[src/rtl/mostrador_sequencia_pkg.sv]
// ============================================================================
// mostrador_sequencia_pkg: shared state encoding and widths for the sequence player.
// Revision: 1.0
// ============================================================================
`default_nettype none

package mostrador_sequencia_pkg;

    typedef enum logic [2:0] {
        OCIOSO    = 3'd0,
        ENDERECA  = 3'd1,
        CAPTURA   = 3'd2,
        LIGADO    = 3'd3,
        DESLIGADO = 3'd4,
        FIM       = 3'd5
    } estado_t;

    localparam int LARGURA_LED      = 4;
    localparam int LARGURA_ENDERECO = 4;

endpackage

`default_nettype wire

[src/rtl/mostrador_sequencia_contador_tempo.sv]
// ============================================================================
// contador_tempo: saturating cycle timer with sync clear and a terminal flag at limite-1.
// Revision: 1.0
// ============================================================================
`default_nettype none

module contador_tempo #(
    parameter int LARGURA = 4
) (
    input  logic               clock,
    input  logic               reset,
    input  logic               limpar,
    input  logic               habilitar,
    input  logic [LARGURA-1:0] limite,
    output logic               terminal
);

    logic [LARGURA-1:0] contagem_q;
    logic [LARGURA-1:0] contagem_d;

    always_comb begin
        contagem_d = contagem_q;
        if (limpar) begin
            contagem_d = '0;
        end else if (habilitar && (contagem_q != '1)) begin
            contagem_d = contagem_q + LARGURA'(1);
        end
    end

    always_ff @(posedge clock or negedge reset) begin
        if (!reset) begin
            contagem_q <= '0;
        end else begin
            contagem_q <= contagem_d;
        end
    end

    // Flag the last cycle of the phase so the controller can leave on this edge.
    assign terminal = (contagem_q == (limite - LARGURA'(1)));

endmodule

`default_nettype wire

[src/rtl/mostrador_sequencia.sv]
// ============================================================================
// mostrador_sequencia: plays ROM entries 0..nivel on the LEDs, lit then dark each.
// Optional debug outputs db_estado/db_indice under MOSTRADOR_DEPURACAO_EN.
// Revision: 1.0
// ============================================================================
`default_nettype none

module mostrador_sequencia
    import mostrador_sequencia_pkg::*;
#(
    parameter int T_LIGADO    = 1000,
    parameter int T_DESLIGADO = 500
) (
    input  logic                        clock,
    input  logic                        reset,
    input  logic                        iniciar,
    input  logic                        abortar,
    input  logic [LARGURA_ENDERECO-1:0] nivel,
    output logic [LARGURA_ENDERECO-1:0] endereco,
    input  logic [LARGURA_LED-1:0]      dado_rom,
    output logic [LARGURA_LED-1:0]      leds,
`ifdef MOSTRADOR_DEPURACAO_EN
    output logic [2:0]                  db_estado,
    output logic [LARGURA_ENDERECO-1:0] db_indice,
`endif
    output logic                        ocupado,
    output logic                        pronto
);

    localparam int T_MAXIMO      = (T_LIGADO > T_DESLIGADO) ? T_LIGADO : T_DESLIGADO;
    localparam int LARGURA_TEMPO = $clog2(T_MAXIMO) + 1;

    estado_t                       estado_q,   estado_d;
    logic [LARGURA_ENDERECO-1:0]   indice_q,   indice_d;
    logic [LARGURA_ENDERECO-1:0]   nivel_q,    nivel_d;
    logic [LARGURA_ENDERECO-1:0]   endereco_q, endereco_d;
    logic [LARGURA_LED-1:0]        leds_q,     leds_d;
    logic                          ocupado_q,  ocupado_d;
    logic                          pronto_q,   pronto_d;

    logic                          tempo_limpar;
    logic                          tempo_habilitar;
    logic                          tempo_terminal;
    logic [LARGURA_TEMPO-1:0]      tempo_limite;

    assign tempo_limite = (estado_q == LIGADO) ? LARGURA_TEMPO'(T_LIGADO)
                                               : LARGURA_TEMPO'(T_DESLIGADO);

    contador_tempo #(
        .LARGURA (LARGURA_TEMPO)
    ) u_contador_tempo (
        .clock     (clock),
        .reset     (reset),
        .limpar    (tempo_limpar),
        .habilitar (tempo_habilitar),
        .limite    (tempo_limite),
        .terminal  (tempo_terminal)
    );

    always_comb begin
        estado_d        = estado_q;
        indice_d        = indice_q;
        nivel_d         = nivel_q;
        endereco_d      = endereco_q;
        leds_d          = '0;
        tempo_limpar    = 1'b1;
        tempo_habilitar = 1'b0;

        if (abortar) begin
            estado_d   = OCIOSO;
            indice_d   = '0;
            endereco_d = '0;
        end else begin
            case (estado_q)
                OCIOSO: begin
                    if (iniciar) begin
                        nivel_d    = nivel;
                        indice_d   = '0;
                        endereco_d = '0;
                        estado_d   = ENDERECA;
                    end
                end
                ENDERECA: estado_d = CAPTURA;
                CAPTURA: begin
                    leds_d   = dado_rom;
                    estado_d = LIGADO;
                end
                LIGADO: begin
                    if (tempo_terminal) begin
                        estado_d = DESLIGADO;
                    end else begin
                        leds_d          = leds_q;
                        tempo_limpar    = 1'b0;
                        tempo_habilitar = 1'b1;
                    end
                end
                DESLIGADO: begin
                    if (tempo_terminal) begin
                        if (indice_q == nivel_q) begin
                            estado_d = FIM;
                        end else begin
                            indice_d   = indice_q + LARGURA_ENDERECO'(1);
                            endereco_d = indice_q + LARGURA_ENDERECO'(1);
                            estado_d   = ENDERECA;
                        end
                    end else begin
                        tempo_limpar    = 1'b0;
                        tempo_habilitar = 1'b1;
                    end
                end
                FIM:     estado_d = OCIOSO;
                default: estado_d = OCIOSO;
            endcase
        end

        // Flags follow the next state so they line up with it as registered outputs.
        ocupado_d = (estado_d != OCIOSO);
        pronto_d  = (estado_d == FIM);
    end

    always_ff @(posedge clock or negedge reset) begin
        if (!reset) begin
            estado_q   <= OCIOSO;
            indice_q   <= '0;
            nivel_q    <= '0;
            endereco_q <= '0;
            leds_q     <= '0;
            ocupado_q  <= 1'b0;
            pronto_q   <= 1'b0;
        end else begin
            estado_q   <= estado_d;
            indice_q   <= indice_d;
            nivel_q    <= nivel_d;
            endereco_q <= endereco_d;
            leds_q     <= leds_d;
            ocupado_q  <= ocupado_d;
            pronto_q   <= pronto_d;
        end
    end

    assign endereco = endereco_q;
    assign leds     = leds_q;
    assign ocupado  = ocupado_q;
    assign pronto   = pronto_q;

`ifdef MOSTRADOR_DEPURACAO_EN
    assign db_estado = estado_q;
    assign db_indice = indice_q;
`endif

endmodule

`default_nettype wire

[config.mk]
export PLATFORM = sky130hd
export DESIGN_NAME = mostrador_sequencia
export DESIGN_NICKNAME = d
export VERILOG_FILES = /design/src/rtl/mostrador_sequencia_pkg.sv /design/src/rtl/mostrador_sequencia_contador_tempo.sv /design/src/rtl/mostrador_sequencia.sv
export SDC_FILE = /design/constraint.sdc
export NUM_CORES = 1
export LEC_CHECK = 0
export ABC_CLOCK_PERIOD_IN_PS = 2100
export CAP_MARGIN = 20
export CORE_UTILIZATION = 53
export CTS_CLUSTER_SIZE = 8
export DETAILED_ROUTE_END_ITERATION = 16
export GPL_ROUTABILITY_DRIVEN = 0
export GPL_TIMING_DRIVEN = 0
export HOLD_SLACK_MARGIN = 0.1
export PLACE_DENSITY = 0.9
export SLEW_MARGIN = 20
export SYNTH_ARGS = -nofsm -noshare
export SYNTH_HDL_FRONTEND = slang
export SYNTH_SLANG_ARGS = --single-unit
[constraint.sdc]
create_clock -name clock -period 2.1 [get_ports clock]
set_clock_uncertainty 0.05 [all_clocks]
set_input_delay 0.315 -clock clock [delete_from_list [all_inputs] [get_ports clock]]
set_output_delay 0.315 -clock clock [all_outputs]
set_load 0.02 [all_outputs]
==> results <==
[worst reg2reg max path: cells and delay by family, from the launching register on]
kind | cells | cell delay [ns]
and+or+nand+nor | 4 | 0.95
AOI/OAI and AO/OA | 1 | 0.19
DFF | 1 | 0.47
buffers and inverters | 1 | 0.24
[power by group]
group	internal, mW	total (mW)	switching (mW)
clock	0.106	0.255	0.149
combinational	0.0661	0.124	0.0575
sequential	0.564	0.585	0.0204
total	0.736	0.963	0.227
[stage by stage]
stage	cells	setup slack (ns)	hold WS, ns
6_report	206	0.104	0.452
3_3_place_gp	201	0.126	0.440
4_1_cts	206	0.000241	0.466
5_1_grt	206	0.0112	0.505
3_5_place_dp	201	-0.0100	0.303
2_1_floorplan	150	0.317	-0.0306
[synth_stat cells (2+ instances only)]
cell / n / area share
a211oi_1: 2 / 0.010
a21oi_1: 11 / 0.038
a22o_1: 4 / 0.024
a31oi_1: 2 / 0.0087
and2_1: 3 / 0.013
and3_1: 3 / 0.013
buf_2: 2 / 0.0070
clkbuf_1: 2 / 0.0052
dfrtp_1: 28 / 0.49
ha_1: 2 / 0.017
inv_1: 7 / 0.018
mux2_2: 4 / 0.031
mux2i_1: 2 / 0.014
nand2_1: 12 / 0.031
nand3_1: 9 / 0.031
nand3b_1: 2 / 0.010
nand4_1: 3 / 0.013
nor2_1: 15 / 0.039
nor2b_1: 2 / 0.0087
nor3_1: 3 / 0.010
o21ai_0: 6 / 0.021
o21ai_1: 2 / 0.0070
or3_1: 3 / 0.013
or3b_1: 2 / 0.012
xnor2_1: 8 / 0.049
[registers in the layout, indices dropped and copies added, names as in the netlist]
signal	cells
endereco	4
pronto	1
estado_q	3
ocupado	1
u_contador_tempo.contagem_q	11
leds	4
nivel_q	4
[per-layer routing]
layer  vias up  track usage  wire length (um)
met5         -            0                 0
met4         0       0.0812                27
met3         4       0.0339                93
met2        22        0.412              1590
met1       576        0.282              1250
li1        589            -                 -
[layout make-up]
cell class,count,area (um^2)
fillers,206,771
multi-input cells,111,716
flip-flops and latches,28,701
repair buffers,22,215
well taps,30,37.5
clock buffers,4,36.3
inverters,7,26.3
plain buffers,4,20.0
[cells in the final DEF, fill, tap and decap left out, drive strengths merged, types with 2 or more instances in the layout]
cell / netlist / final
nand4: 3 / 3
a22o: 4 / 4
nand3b: 2 / 2
a211oi: 2 / 2
a21oi: 11 / 11
nand2: 12 / 12
xnor2: 8 / 8
o21ai: 8 / 8
nor2: 15 / 15
clkbuf: 2 / 7
inv: 7 / 7
or3: 3 / 3
buf: 2 / 2
nor2b: 2 / 2
ha: 2 / 2
dfrtp: 28 / 28
mux2i: 2 / 2
and2: 3 / 3
nor3: 4 / 4
and3: 3 / 3
mux2: 4 / 4
clkdlybuf4s50: 0 / 20
nand3: 9 / 9
a31oi: 2 / 2
or3b: 2 / 2
[repair_timing]
| action | CTS | global route |
|---|---|---|
| gates resized for setup | 1 | 4 |
| setup endpoints to repair | 10 | 11 |
| pin swaps | 0 | 0 |
| hold buffers | 1 | 0 |
| hold endpoints to repair | 28 | 0 |
[kinds of logic after synthesis]
| logic type | Yosys count |
|---|---|
| flops | 28 |
| xor+xnor | 8 |
| buf+inv | 11 |
| compound gates | 34 |
| simple gates | 61 |
| mux | 6 |
| fa+ha+maj | 2 |
[path summary, 6_finish.rpt]
check / to / slack, ns / cells past startpoint
max in group asynchronous: u_contador_tempo.contagem_q[4] / 1.16 / 2
worst max register to register: u_contador_tempo.contagem_q[4] / 0.10 / 6
worst min-delay path: endereco[0] / 0.45 / 2
worst min register to register: leds[0] / 0.48 / 1
worst max-delay path: u_contador_tempo.contagem_q[4] / 0.10 / 6
min in group clock: leds[0] / 0.48 / 1
==> summary.txt <==
STA
  • Worst Max-Slew Pin Slew: ~0.6 ns
  • Fmax: 501 MHz
  • RSZ-0062 raised after global routing: false
  • Setup TNS: 0 ns
  • Min Clock Period, post-route: roughly 2 ns
  • Final Slew Violations: 0
  • Final Cycle Share: 0.950
  • Hold Fails Final Rpt: 0
  • Max-slew headroom: 0.609
  • Finish-stage setup viols: 0

Setup path
  • CP max FO: 10
  • Critical path type: register to register
  • Crit end category: register
  • CP bufs+invs: 1
  • Worst path slowest cell: dfrtp_1
  • Worst EP required: 2.27 ns
  • CP Launch Type: register
  • Crit-path max cell delay: approximately 0.47 ns
  • Family with the most delay on the worst path: simple AND/OR/NAND/NOR gates
  • Reg2Reg Launch Point: u_contador_tempo.contagem_q[3]
  • Critical path arrival: roughly 2.2 ns
  • Worst-path cell chain: or3b_4 > nor4_4 > nor2_1 > o21ai_2 > clkbuf_4 > nor3_1
  • Critical Path Start: u_contador_tempo.contagem_q[3]

Floorplanning
  • Ports: 22
  • Die height: 54.1 um
  • Row count: 18
  • Chip width: about 54 um
  • Die ar.: between 2000 and 3000 um^2
  • CORE AREA: about 2500 um^2
  • Initial Util: 0.570

Global route
  • Total grt overflow: 0
  • Largest net degree at the start of global routing: 29
  • Number of global-route vias before repair: 1158
  • Antenna violations before repair: 0
  • First-pass GRT wire length: 4910 um
  • Tot GR Track Use: 0.231

Logic synthesis
  • Post-synthesis compound-gate area fraction: 0.149
  • Main synth FF type: dfrtp_1
  • Netlist cell types: 36
  • Post-synth ARST share: 1.00
  • Synth Area in Simple Gates: 0.223
  • Largest family of logic cells by synthesized area: simple AND/OR/NAND/NOR gates
  • XOR/XNOR share of the synthesized area: 0.0487
  • Gate Count Post-Synth: 150
  • Area share of fa/ha/maj cells after synthesis: 0.0174
  • Post-synth EDFFs: 0
  • Synth Register Bits: 28
  • Syn Nets: 164
  • Syn Area/Cell: 9.59 um^2
  • Seq/Total Area, Yosys: 0.487
  • Mux cell area share after synthesis: 0.0452
  • Post-Syn Area: ~1400 um^2
  • Ys Warns: 0

Detailed routing
  • WL final: between 2000 and 3000 um
  • WL/cell: about 14 um
  • TritonRoute pass-1 iters: 4
  • Drc violations: 0
  • Total number of vias: 1191
  • 1st-iter DRT viols: 17
  • Drt via density: between 5 and 6
  • ANT nets after route: 0

Finish
  • Final Util: 0.694
  • Layout overhead on the synthesized area: 21.7%
  • Antenna diodes: 0
  • Post-layout net count: between 150 and 200
  • Finished Cell Area: 1750 um^2
  • Fraction of layout cells with a size suffix above 1: 0.0852

Clock tree
  • Post-CTS setup buffers: 0
  • CTS buffer count: 3
  • Worst-Skew Late Latency: ~0.32 ns
  • Htree depth: 1
  • Clock slew at reported path FFs: ~0.15 ns
  • Clock Tree Buf Depth: 2
  • CTS root buffer: clkbuf_4
  • Clock sinks: 28
  • CTS tree: done

Place
  • Detailed Place HPWL: approximately 2200 um
  • Port Buffer Count: 21
  • Placed inst area: ~1700 um^2

Pwr
  • IR drop worst, VDD: 0.474 mV
  • Pwr/cell area: roughly 550 nW/um^2
  • Lkg Pwr: between 0.7 and 0.8 nW
  • Total power: roughly 0.96 mW

Run
  • Max cap viols: 0

Hold path
  • HP Class: input port to async pin

Status
  • Outcome: finished, final reports clean
No activity file was read; power rests on OpenSTA's default activity.
